<file path="src/rtl/muldiv_seq_if.sv">
// HI/LO mul/div sequencer bus: EX-stage operands and handshake toward muldiv_seq.
interface muldiv_seq_if #(
  parameter int unsigned WIDTH = 32
) ();
  logic             start;
  logic             op_div;
  logic [WIDTH-1:0] src_a;
  logic [WIDTH-1:0] src_b;
  logic             cancel;
  logic             id_hilo_use;
  logic             busy;
  logic             stall;
  logic             hilo_we;
  logic [WIDTH-1:0] hi_o;
  logic [WIDTH-1:0] lo_o;

  // Pipeline side: drives the request, observes the result.
  modport master (
    output start, op_div, src_a, src_b, cancel, id_hilo_use,
    input  busy, stall, hilo_we, hi_o, lo_o
  );

  // Sequencer side.
  modport slave (
    input  start, op_div, src_a, src_b, cancel, id_hilo_use,
    output busy, stall, hilo_we, hi_o, lo_o
  );
endinterface

</file>
<file path="src/rtl/muldiv_seq.sv">
// Iterative MULTU/DIVU sequencer: radix-2 shift-add multiply or restoring divide,
// one bit per cycle, finishing with a single-cycle HI/LO write strobe.
module muldiv_seq #(
  parameter int unsigned WIDTH = 32
) (
  input  logic         clk,
  input  logic         rst_n,
  muldiv_seq_if.slave  bus
);

  localparam int unsigned CntW = (WIDTH > 1) ? $clog2(WIDTH) : 1;

  typedef enum logic [1:0] {StIdle, StCalc, StDone} state_e;

  state_e             state_q;
  logic [CntW-1:0]    cnt_q;
  logic               op_div_q;
  logic [WIDTH-1:0]   b_q;
  // Shared datapath: MUL uses it as the product accumulator, DIV as {rem, quo}.
  logic [2*WIDTH:0]   acc_q;
  logic               hilo_we_q;
  logic [WIDTH-1:0]   hi_q;
  logic [WIDTH-1:0]   lo_q;

  logic [WIDTH:0]     mul_sum;
  logic [2*WIDTH:0]   mul_next;
  logic [WIDTH:0]     div_shift;
  logic               div_ge;
  logic [2*WIDTH:0]   div_next;
  logic [2*WIDTH:0]   step_next;

  // One iteration of the selected algorithm, applied to the current datapath.
  always_comb begin
    mul_sum   = acc_q[2*WIDTH:WIDTH] + {1'b0, b_q};
    mul_next  = acc_q[0] ? {1'b0, mul_sum, acc_q[WIDTH-1:1]} : {1'b0, acc_q[2*WIDTH:1]};
    // Shift {rem, quo} left by one; the rem MSB is always 0 before the shift.
    div_shift = {acc_q[2*WIDTH-1:WIDTH], acc_q[WIDTH-1]};
    div_ge    = (div_shift >= {1'b0, b_q});
    div_next  = {(div_ge ? (div_shift - {1'b0, b_q}) : div_shift), acc_q[WIDTH-2:0], div_ge};
    step_next = op_div_q ? div_next : mul_next;
  end

  // Sequencer FSM with registered strobe and result registers.
  always_ff @(posedge clk or negedge rst_n) begin
    if (!rst_n) begin
      state_q   <= StIdle;
      cnt_q     <= '0;
      op_div_q  <= 1'b0;
      b_q       <= '0;
      acc_q     <= '0;
      hilo_we_q <= 1'b0;
      hi_q      <= '0;
      lo_q      <= '0;
    end else begin
      hilo_we_q <= 1'b0;
      if (bus.cancel) begin
        // A strobe already showing in DONE is not retracted: it is this cycle's output.
        state_q <= StIdle;
        cnt_q   <= '0;
      end else begin
        unique case (state_q)
          StIdle: begin
            if (bus.start) begin
              op_div_q <= bus.op_div;
              b_q      <= bus.src_b;
              acc_q    <= {{(WIDTH+1){1'b0}}, bus.src_a};
              cnt_q    <= '0;
              if (bus.op_div && (bus.src_b == '0)) begin
                state_q   <= StDone;
                hilo_we_q <= 1'b1;
                hi_q      <= bus.src_a;
                lo_q      <= '1;
              end else begin
                state_q <= StCalc;
              end
            end
          end
          StCalc: begin
            acc_q <= step_next;
            cnt_q <= cnt_q + 1'b1;
            if (cnt_q == CntW'(WIDTH - 1)) begin
              state_q   <= StDone;
              cnt_q     <= '0;
              hilo_we_q <= 1'b1;
              // Same slices serve both: product hi/lo or remainder/quotient.
              hi_q      <= step_next[2*WIDTH-1:WIDTH];
              lo_q      <= step_next[WIDTH-1:0];
            end
          end
          StDone: begin
            state_q <= StIdle;
          end
          default: begin
            state_q <= StIdle;
          end
        endcase
      end
    end
  end

  assign bus.busy    = (state_q != StIdle);
  // Combinational so an MFHI/MFLO directly behind the starting op is held too.
  assign bus.stall   = bus.id_hilo_use & ((state_q != StIdle) | bus.start);
  assign bus.hilo_we = hilo_we_q;
  assign bus.hi_o    = hi_q;
  assign bus.lo_o    = lo_q;

endmodule
</file>
<file path="src/flat_wrapper.sv">
// flat-port wrapper written by rule: the top's interface ports become plain ports
module muldiv_seq_flat 
#(
  parameter int unsigned WIDTH = 32
)
  (clk, rst_n, bus_start, bus_op_div, bus_src_a, bus_src_b, bus_cancel, bus_id_hilo_use, bus_busy, bus_stall, bus_hilo_we, bus_hi_o, bus_lo_o);
  muldiv_seq_if #(.WIDTH(WIDTH)) bus_i ();
  input  logic clk;
  input  logic rst_n;
  input wire logic [$bits(bus_i.start)-1:0] bus_start;
  input wire logic [$bits(bus_i.op_div)-1:0] bus_op_div;
  input wire logic [$bits(bus_i.src_a)-1:0] bus_src_a;
  input wire logic [$bits(bus_i.src_b)-1:0] bus_src_b;
  input wire logic [$bits(bus_i.cancel)-1:0] bus_cancel;
  input wire logic [$bits(bus_i.id_hilo_use)-1:0] bus_id_hilo_use;
  output wire logic [$bits(bus_i.busy)-1:0] bus_busy;
  output wire logic [$bits(bus_i.stall)-1:0] bus_stall;
  output wire logic [$bits(bus_i.hilo_we)-1:0] bus_hilo_we;
  output wire logic [$bits(bus_i.hi_o)-1:0] bus_hi_o;
  output wire logic [$bits(bus_i.lo_o)-1:0] bus_lo_o;
  assign bus_i.start = bus_start;
  assign bus_i.op_div = bus_op_div;
  assign bus_i.src_a = bus_src_a;
  assign bus_i.src_b = bus_src_b;
  assign bus_i.cancel = bus_cancel;
  assign bus_i.id_hilo_use = bus_id_hilo_use;
  assign bus_busy = bus_i.busy;
  assign bus_stall = bus_i.stall;
  assign bus_hilo_we = bus_i.hilo_we;
  assign bus_hi_o = bus_i.hi_o;
  assign bus_lo_o = bus_i.lo_o;
  muldiv_seq #(.WIDTH(WIDTH)) u_core (.clk(clk), .rst_n(rst_n), .bus(bus_i));
endmodule
</file>
<file path="config.mk">
export PLATFORM = sky130hd
export DESIGN_NAME = muldiv_seq_flat
export DESIGN_NICKNAME = d
export VERILOG_FILES = /design/src/rtl/muldiv_seq_if.sv /design/src/rtl/muldiv_seq.sv /design/src/flat_wrapper.sv
export SDC_FILE = /design/constraint.sdc
export NUM_CORES = 1
export LEC_CHECK = 0
export CAP_MARGIN = 15
export CORE_ASPECT_RATIO = 0.9
export CORE_MARGIN = 1.5
export CORE_UTILIZATION = 45
export DETAILED_ROUTE_END_ITERATION = 6
export PLACE_DENSITY = 0.78
export SLEW_MARGIN = 30
export SYNTH_ARGS = -nofsm -noshare
export SYNTH_HDL_FRONTEND = slang
export SYNTH_SLANG_ARGS = --single-unit
</file>
<file path="constraint.sdc">
create_clock -name clk -period 6.54 [get_ports clk]
set_input_delay 1.308 -clock clk [delete_from_list [all_inputs] [get_ports clk]]
set_output_delay 1.308 -clock clk [all_outputs]
set_load 0.05 [all_outputs]
</file>
# After elaboration in Yosys (flattened, before gate mapping)
# Index checks and enable logic that the tools add are counted.
op_classes:
  n_mux: 27
  n_eq_ne: 7
  n_lt_le_gt_ge: 1
  add_sub_neg: 3
  n_reduce_logical: 11
  bitwise_logic: 3
op_table:
  columns: ["operator", "count"]
  rows:
  - ["two-way mux 32 bit", 6]
  - ["two-way mux 65 bit", 2]
  - ["case mux 65 bit (2 select lines)", 1]
  - ["case mux 32 bit (2 select lines)", 2]
  - ["two-way mux 64 bit", 1]
  - ["adder 33 x 32 -> 33 bit", 1]
  - [">= comparator 33 x 32 -> 1 bit", 1]
  - ["two-way mux 33 bit", 1]
  - ["subtractor 33 x 32 -> 33 bit", 1]
  - ["zero test 32 bit", 1]
  - ["two-way mux 5 bit", 3]
  - ["case mux 5 bit (2 select lines)", 1]
  - ["two-way mux 2 bit", 4]
  - ["AND reduction 3 bit", 2]
  - ["adder 5 x 1 -> 5 bit (second input constant)", 1]
  - ["== test 5 bit (second input constant)", 1]
  - ["AND reduction 5 bit", 1]
  - ["two-way mux 1 bit", 4]
  - ["!= test 2 x 1 -> 1 bit (second input constant)", 2]
  - ["case mux 2 bit (2 select lines)", 1]
  - ["AND reduction 2 bit", 2]
  - ["nonzero test 2 bit", 2]
  - ["!= test 3 x 2 -> 1 bit (second input constant)", 1]
  - ["!= test 3 bit (second input constant)", 1]
  - ["9 further kinds", 9]
totals:
  word_cells: 60
  out_inout_bits: 67
  reg_bits: 170

# Logic depth before layout (Yosys ltp)
# Gate-level depths: netlist (run 1).
depth:
  depth_word: 6
  mapped_depth: 14

# Least setup slack after synthesis (run 1)
# OpenSTA, ideal clock, no wires.
synth_timing:
  kind: "input-to-reg"
  start: "input bus_src_b[6]"
  end: "register u_core.lo_q[10], in the netlist u_core.bus.lo_o[10]"
  cell_stages: 9
  arrival_ns: 3.159
  slack_ns: 3.299
  cell_sequence: "or4_1 nor4_1 and4_1 a21oi_1 inv_1 clkbuf_1 clkbuf_1 nor2_1 a31oi_1"
synth_between:
  elab_chain_cells: 4
synth_lines:
  columns: ["item", "line_no", "source"]
  rows:
  - ["start, declared", "flat_wrapper.sv:13", "input wire logic [$bits(bus_i.src_b)-1:0] bus_src_b;"]
  - ["zero test 32 bit", "muldiv_seq.sv:68", "if (bus.op_div && (bus.src_b == '0)) begin"]
  - ["logical AND 1 bit", "muldiv_seq.sv:68", null]
  - ["!= test 2 x 1 -> 1 bit (no source line)", null, null]
  - ["AND reduction 5 bit (no source line)", null, null]
  - ["end signal, assigned", "muldiv_seq.sv:87", "lo_q <= step_next[WIDTH-1:0];"]
  - ["end, declared", "muldiv_seq.sv:23", "logic [WIDTH-1:0] lo_q;"]
# Every way passes these cells.
# A chain may end at the register's enable or synchronous reset.

# Worst setup path in the final report (run 1)
layout_timing:
  start: "input bus_src_b[3]"
  end: "register u_core.lo_q[17], in the netlist u_core.bus.lo_o[17]"
# The elaborated chain is that of the path after synthesis.

==> impl_summary.md, run 1 <==
Logic synthesis
After synthesis, the cell types taking the most area are sky130_fd_sc_hd__dfrtp_1 35%, sky130_fd_sc_hd__o21ai_0 7.2%, sky130_fd_sc_hd__ha_1 6.8%. Each instance of the synthesized netlist takes up on average 8.14 um^2. The commonest cells after synthesis are 217 x sky130_fd_sc_hd__nand2_1, 174 x sky130_fd_sc_hd__o21ai_0, 170 x sky130_fd_sc_hd__dfrtp_1. The number of different library cells used by synthesis comes to 80. The most common cell in the synthesized netlist is sky130_fd_sc_hd__nand2_1. The fraction of post-synthesis cell area in the top cell type by area is 35.2%. Sequential cells were found to cover 35.2% of the synthesized design area. Of all flip-flops after synthesis, the portion carrying an async set or reset was 100%. The most instantiated flip-flop cell in the synthesis netlist is sky130_fd_sc_hd__dfrtp_1. The cell accounting for the most synthesized area is sky130_fd_sc_hd__dfrtp_1. Yosys printed 0 warnings. The synthesized netlist cell count is 1485.

After synthesis the cells add up to 0.0121 mm^2. In this run, synthesis produced a sequential element count of 170. When the netlist entered floorplanning its net count stood at 1623. Yosys mapped a number of flops with a built-in enable equal to 0.

Finish
The count of inserted antenna diode cells is 0. For this run, the post-layout net count is 1688. The share of final-layout standard cells stronger than drive strength 1 is 4.80%. The area growth from synthesis to layout is 17.8%.

CTS
The clock-pin slew of the registers on the worst-case setup and hold paths is 0.08 ns. TritonCTS created 17 clock buffers. The number of clock sinks seen by CTS is 170. The post-cts repair resize count is 0. The clock latency at the later pin of the worst-skew pair is 0.44 ns. TritonCTS built the clock tree.

Buffers added to address setup during post-CTS repair amount to 0. The clock passes through at most 2 buffers. The tree is rooted in a sky130_fd_sc_hd__clkbuf_16. The H-tree generated during clock tree synthesis spans 4 levels. In this run, post-CTS hold repair placed 0 buffers.

Critical path
For the worst flop-to-flop path, the logic depth is 10. For the worst setup path, the data arrival time is 5.14 ns. On the worst path, the slowest cell contributes a delay of 0.75 ns. The buffer and inverter count on the worst path is 4.

The critical path capture point type is a flop. The worst register-to-register path begins at u_core.acc_q[53]. The cell with the biggest individual delay on the critical path is sky130_fd_sc_hd__nor4_1. By instance count, the cell type seen most on the critical path is sky130_fd_sc_hd__nor4_1. The critical register-to-register path endpoint is u_core.bus.hi_o[25]. The setup check on the worst reg-to-reg path leaves a slack of 2.46 ns. In this run the worst path has a maximum fanout of 47.

The signal on the critical path passes through clkdlybuf4s50_1, nor4_1, nand4_1, nor4_1, and4_1, a21oi_4, buf_8, inv_2, buf_4, nor2_1, a31oi_1. The critical path is of the input port to flop type. The worst setup path is launched from an input port. Broken down by cell family, the worst path's largest delay share belongs to simple AND/OR/NAND/NOR gates. At the worst endpoint, the required time is 6.90 ns.

Power and ir drop
The power per standard cell area is 386 mW/mm^2. Across the VDD grid, the largest voltage drop is 0.185 mV. In this run the static leakage power is 6.35 nW.

Die
From left edge to right edge, the die measures 176 um. The die height is 158 um. The starting utilization of the core area is 46.1%. The region available for standard cell placement spans 0.0262 mm^2. The total die area is 0.0279 mm^2. The floorplan has 56 rows. The I/O pin total is 137.

Timing
After layout, the minimum clock period comes to 4.79 ns. Setup repair after global routing left no endpoint under its margin. Final hold analysis gives a worst-case slack of 0.510 ns. The final-report max-slew violation count is 0.

After layout, the worst path uses 73.2% of the clock period. The final setup TNS is 0 ns. For the final database, setup skew stands at 0.0142 ns.

Setup violations remaining at the end of the flow were counted as 0. Measured against its own limit, the worst slew margin works out to 35.8%. The number of hold-slack violations in the final timing report is 0. The transition time at the pin with the least slew margin is 0.962 ns.

The top achievable clock speed is 209 MHz.

Routing
For this run, design rule violations remaining after detail routing come to 0. The length of the first detailed-routing pass in iterations is 6. The detail route stage leaves a number of antenna-violating nets equal to 0. The first-iteration detailed-routing DRC count is 1756. Wires add up to 38300 um. Dividing the detail-routed via count by the number of cells gives 6.14. The total via count in the routed design is 11700. In the final routed layout, each cell accounts on average for 20.0 um.

Min path
The startpoint identified for the worst hold timing path is u_core.cnt_q[2]. The kind of path behind the tightest hold check is flop to flop. Counting instances, the worst hold path has a depth of 1. The hold path endpoint is u_core.cnt_q[2].

Flow run
The number of maximum-capacitance constraint violations is 0.

GRT
The number of antenna violations at the first check in global routing is 0. The total global-route track usage is 27.7%. The maximum number of pins on one net before global-route repair is 116. The aggregate global routing overflow is 0. The number of global-route vias before repair is 10700.

The global-route wire length before repair is 60200 um.

Outcome
The flow ran to the end, and the final reports show no timing, DRC or antenna violations.

Placement
The sum of net half-perimeters after detailed placement is 28700 um. The congestion estimate from routability-driven global placement came to 0.983. Buffers placed on the I/O ports in this run total 136.
[worst reg2reg max path, cell delays in order (launching register included)]
cell	delay [ns]
sky130_fd_sc_hd__dfrtp_1	0.51
sky130_fd_sc_hd__ha_1	0.53
sky130_fd_sc_hd__nand4_1	0.18
sky130_fd_sc_hd__nor4_1	0.39
sky130_fd_sc_hd__o311ai_0	0.28
sky130_fd_sc_hd__o221a_2	0.24
sky130_fd_sc_hd__a2111o_1	0.64
sky130_fd_sc_hd__nand2_4	0.40
sky130_fd_sc_hd__mux2i_1	0.18
sky130_fd_sc_hd__a2111oi_1	0.51
sky130_fd_sc_hd__a211o_1	0.16
[registers in the layout, summed over array words and instances (netlist names)]
signal,cells
u_core.state_q,2
u_core.cnt_q,5
u_core.op_div_q,1
u_core.bus.hi_o,32
u_core.b_q,32
u_core.bus.hilo_we,1
u_core.bus.lo_o,32
u_core.acc_q,65
[where the power goes]
group / switching, mW / internal, mW / total [mW] / leakage [nW]
Combinational: 1.85 / 1.10 / 2.96 / 3.80
Sequential: 0.259 / 1.20 / 1.46 / 2.24
Clock: 0.547 / 0.531 / 1.08 / 0.300
[routing by layer]
layer | vias to the layer above | global-route usage [%] | part of all wire, %
li1 | 5522 | - | -
met1 | 5579 | 42.0 | 46
met2 | 602 | 41.4 | 42
met3 | 38 | 4.39 | 9.8
met4 | 0 | 5.78 | 1.6
met5 | - | 0 | 0
[area by class of cell]
type | count | area (um^2)
Tap cell | 348 | 435
Multi-Input combinational cell | 1163 | 7260
Clock buffer | 17 | 425
Sequential cell | 170 | 4260
Clock inverter | 15 | 213
Fill cell | 2380 | 12000
Timing Repair Buffer | 146 | 1450
Inverter | 52 | 195
[placed cells by master (no fill, tap or decap), types with 7 or more instances in the layout]
master                            count
sky130_fd_sc_hd__a31oi_1             45
sky130_fd_sc_hd__a211oi_1            25
sky130_fd_sc_hd__o21a_1              12
sky130_fd_sc_hd__xnor2_1             27
sky130_fd_sc_hd__xor2_1              16
sky130_fd_sc_hd__mux2i_1             50
sky130_fd_sc_hd__nor4_1              12
sky130_fd_sc_hd__ha_1                66
sky130_fd_sc_hd__nor2_1              93
sky130_fd_sc_hd__clkinv_8             8
sky130_fd_sc_hd__clkdlybuf4s50_1    135
sky130_fd_sc_hd__o21ai_0            174
sky130_fd_sc_hd__inv_1               50
sky130_fd_sc_hd__a21oi_1            109
sky130_fd_sc_hd__mux2_2               8
sky130_fd_sc_hd__nor2b_1             15
sky130_fd_sc_hd__nand4_1             21
sky130_fd_sc_hd__and3_1              30
sky130_fd_sc_hd__nor3_1              21
sky130_fd_sc_hd__a21o_1              27
sky130_fd_sc_hd__clkbuf_16           17
sky130_fd_sc_hd__o31ai_1             10
sky130_fd_sc_hd__nand2b_1            10
sky130_fd_sc_hd__nand2_1            217
sky130_fd_sc_hd__o211ai_1            11
sky130_fd_sc_hd__or3_1                9
sky130_fd_sc_hd__nand3_1             34
sky130_fd_sc_hd__buf_4                9
sky130_fd_sc_hd__dfrtp_1            169
sky130_fd_sc_hd__and2_1               7
sky130_fd_sc_hd__a22o_1              17
[cells by family (layout without fill, tap and decap cells)]
group,count (synthesis),in the layout,synth area share (%)
adder cells (fa/ha/maj),68,68,7.16
AO/OA/AOI/OAI,505,505,26.1
flip-flops,170,170,35.2
multiplexers,58,58,4.89
AND/OR/NAND/NOR,489,489,18.6
XOR/XNOR,43,43,3.12
buffers and inverters,152,230,4.97
[worst max-delay path by stage]
| stage | from | to | cells after the start |
|---|---|---|---|
| floorplan | bus_src_b[6] | u_core.bus.lo_o[10] | 9 |
| global placement | bus_src_b[3] | u_core.bus.lo_o[26] | 9 |
| detailed placement | bus_src_b[3] | u_core.bus.lo_o[17] | 10 |
| CTS | bus_src_b[3] | u_core.bus.lo_o[9] | 10 |
| global route | bus_src_b[2] | u_core.bus.lo_o[11] | 11 |
| finish | bus_src_b[3] | u_core.bus.lo_o[17] | 11 |
[stage by stage]
stage                     total power [mW]  instance area [um^2]  util (%)  instances  setup slack (ns)
after floorplan                       3.54                 12100         -       1485              3.30
after global placement                4.27                 13600      51.8       1878              1.71
after detailed placement              4.32                 13600      51.8       1878              1.47
after CTS                             5.41                 14200      54.3       1910              1.91
after global routing                  5.84                 14200      54.3       1911              1.51
final                                 5.50                 14200      54.3       1911              1.75
Power figures use the tool's default switching activity.
==> run 2, diff against run 1 <==
==> constraint.sdc (replaced) <==
create_clock -name clk -period 4.5 [get_ports clk]
set_input_delay 0.9 -clock clk [delete_from_list [all_inputs] [get_ports clk]]
set_output_delay 0.9 -clock clk [all_outputs]
set_load 0.05 [all_outputs]
==> impl_summary.md, run 2 (synthesized netlist as in run 1, its figures left out) <==
Outcome
The flow ran to the end, and the final reports show no timing, DRC or antenna violations.

Timing
The final-report max-slew violation count is 0 (unchanged). The setup clock skew after layout was 0.0130 ns (-0.00119 ns). The number of hold-slack violations in the final timing report is 0 (unchanged).

The final critical delay including setup and external delays is 4.00 ns. The setup violation total in the final timing report was 0 (unchanged). The final setup TNS came to 0 ns (unchanged). The top achievable clock speed is 250 MHz. The worst slew slack as a fraction of its limit is 25.0% (-11 points). The final period utilization is 89.0%. The worst hold margin is 0.500 ns (-0.00991 ns).

The transition time at the pin with the least slew margin is 1.11 ns (+0.153 ns). Setup repair after global routing left no endpoint under its margin.

Power and ir drop
The portion of total power attributed to the clock network is 18.4% (-1.2 points). The internal power component is 4.15 mW (+46%). The total leakage power is 6.39 nW (+0.65%).

The worst vdd rail ir drop is 0.264 mV (+43%). The proportion of total power due to net switching is 48.4% (about the same). The combinational fraction of design power is 55.4% (+1.6 points).

The sequential power share is 26.2% (-0.4 points). The switching power summed over all nets came to 3.88 mW (+46%). The power per standard cell area was 562 mW/mm^2 (+46%).

Critical path
The worst reg2reg path startpoint is u_core.acc_q[57]. The type of element launching the critical path is a flop. STA classifies the critical path endpoint as a flop. The data required time of the critical path is 4.77 ns (-2.13 ns). The critical setup path kind is flop to flop.

The start point of the critical path is u_core.acc_q[57]. The peak fanout along the critical path is 25 (-47%). The worst path arrival time is 4.27 ns (-0.87 ns).

Routing
The average vias per placed instance is 6.24 (+1.6%). The number of nets with antenna violations after routing came to 0 (unchanged). The total via count in the routed design is 12000 (+2.2%). The post-detailed-route wirelength per cell came to 21.0 um (+4.7%). The detailed-route wire length is 40300 um (+5.4%). The first-iteration detailed-routing DRC count is 1700 (-3.2%).

The number of design rule violations left after detail routing came to 0 (unchanged). The length of the first detailed-routing pass in iterations is 6 (unchanged).

GRT
The global-route wire length before repair came to 61900 um (+2.7%). The maximum number of pins on one net before global-route repair is 98 (-16%). The number of global-route vias before repair is 10700 (+0.26%).

The aggregate global routing overflow came to 0 (unchanged). The total global-route track usage is 28.8% (+1.1 points). The number of antenna violations at the first check in global routing is 0 (unchanged).

Finish
The multi-input combinational cell area is 0.00726 mm^2 (unchanged). The share of final-layout standard cells stronger than drive strength 1 is 5.46% (+0.66 points). The footprint of the flip-flops and latches is 0.00426 mm^2 (unchanged). The layout net count came to 1700 (+0.71%).

Leaving out fill and tap cells, the most frequent cell in the layout is sky130_fd_sc_hd__nand2_1. The flip-flop count of the largest register, all copies and words added came to 65 (unchanged). The largest register by flop count is u_core.acc_q. The filler-free cell count of the finished design is 1923 (+0.63%). The post-route core utilization is 54.5% (+0.18 points). The layout-stage area growth over the synthesis result is 18.1%. The library cells used most frequently in the layout, excluding fill and tap cells, are 217 x sky130_fd_sc_hd__nand2_1, 174 x sky130_fd_sc_hd__o21ai_0, 169 x sky130_fd_sc_hd__dfrtp_1, 135 x sky130_fd_sc_hd__clkdlybuf4s50_1, 109 x sky130_fd_sc_hd__a21oi_1. The layout filler cell count is 2465 (+3.6%).

The cell area after layout came to 0.0143 mm^2 (+0.33%). The count of inserted antenna diode cells is 0 (unchanged).

Die
The die height is 158 um (unchanged). The die width is 176 um (unchanged). The I/O pin total is 137 (unchanged). The area inside the core boundary is 0.0262 mm^2 (unchanged). The starting utilization of the core area is 46.1% (unchanged). The total die area came to 0.0279 mm^2 (unchanged). The number of standard-cell rows in the floorplan is 56 (unchanged).

CTS
The number of clock sinks seen by CTS came to 170 (unchanged). The number of buffers added to fix hold violations after cts is 0 (unchanged). The TritonCTS clock tree is done. The buffer count from post-CTS setup fixing is 0 (unchanged). The clock-pin slew of the registers on the worst-case setup and hold paths was 0.08 ns (about the same). The post-cts repair resize count is 0 (unchanged). The number of H-tree levels came to 4 (unchanged).

The number of clock buffers inserted by TritonCTS is 17 (unchanged). The maximum buffer depth of the clock tree is 2 (unchanged). The clock root buffer is sky130_fd_sc_hd__clkbuf_16. The clock latency at the later pin of the worst-skew pair is 0.43 ns (about the same).

Placement
The post-detailed-placement cell area was 0.0137 mm^2 (+0.87%). The sum of net half-perimeters after detailed placement was 30000 um (+4.8%). The number of port buffers is 136 (unchanged).

The placer's final routability congestion estimate is 1.02 (+3.4%). The number of cells in the design after placement is 1891 (+0.69%).

Min path
The source of the worst hold timing path is u_core.bus.hi_o[4]. The path class of the tightest hold or removal check is flop to flop.

Flow run
The number of maximum-capacitance constraint violations came to 0 (unchanged).
## run 2: power groups by stage
stage / clock, mW / combinational, mW / sequential, mW
6_report: 1.48 / 4.45 / 2.11
3_5_place_dp: 0 / 4.28 / 2.11
2_1_floorplan: 0 / 3.19 / 1.95
3_3_place_gp: 0 / 4.28 / 2.09
4_1_cts: 1.48 / 4.31 / 2.08
5_1_grt: 1.55 / 4.82 / 2.12
## run 2: stage by stage
step                      total power [mW]  setup WS (ns)
after floorplan                       5.14           1.31
after global placement                6.37          0.158
after detailed placement              6.38          0.150
after CTS                             7.87          0.580
after global routing                  8.49          0.392
final                                 8.03          0.497
## run 2: worst max-delay path, cell delays in order (launching register included)
cell and delay [ns]:
sky130_fd_sc_hd__dfrtp_1 0.51, sky130_fd_sc_hd__ha_1 0.55, sky130_fd_sc_hd__nand4_1 0.37, sky130_fd_sc_hd__nor2b_1 0.52, sky130_fd_sc_hd__nand3_1 0.32, sky130_fd_sc_hd__and3_1 0.37, sky130_fd_sc_hd__nand2_4 0.35, sky130_fd_sc_hd__mux2_2 0.40
sky130_fd_sc_hd__a21oi_1 0.29, sky130_fd_sc_hd__o21ai_0 0.13
## run 2: per-layer routing
metal	up-vias	part of all wire, %	track usage, %
met1	5689	46	43.3
met4	0	2.3	7.94
met2	696	42	41.8
li1	5558	-	-
met5	-	0	0
met3	57	10	5.30
## run 2: worst paths after layout
path / endpoint / slack, ns / cells past startpoint
setup / recovery: u_core.acc_q[53] / 0.50 / 9
hold / removal: u_core.bus.hi_o[4] / 0.50 / 2
setup reg to reg: u_core.acc_q[53] / 0.50 / 9
hold reg to reg: u_core.bus.hi_o[4] / 0.50 / 2
max in group asynchronous: u_core.op_div_q / 3.02 / 2
min in group asynchronous: u_core.bus.lo_o[4] / 0.55 / 1
## run 2: cell type report
cell class / count / area share, %
multi-input cells: 1163 / 50.8
flip-flops and latches: 170 / 29.8
repair buffers: 158 / 10.9
well taps: 348 / 3.05
clock buffers: 18 / 3.01
inverters: 52 / 1.37
clock inverters: 14 / 1.04
==> run 3, diff against run 2 <==
--- a/config.mk
+++ b/config.mk
@@ -5,7 +5,6 @@
 export SDC_FILE = /design/constraint.sdc
 export NUM_CORES = 1
 export LEC_CHECK = 0
-export CAP_MARGIN = 15
 export CORE_ASPECT_RATIO = 0.9
 export CORE_MARGIN = 1.5
 export CORE_UTILIZATION = 45
==> results of run 3 <==
No change in the layout: final DEF, timing and power equal those of run 2.
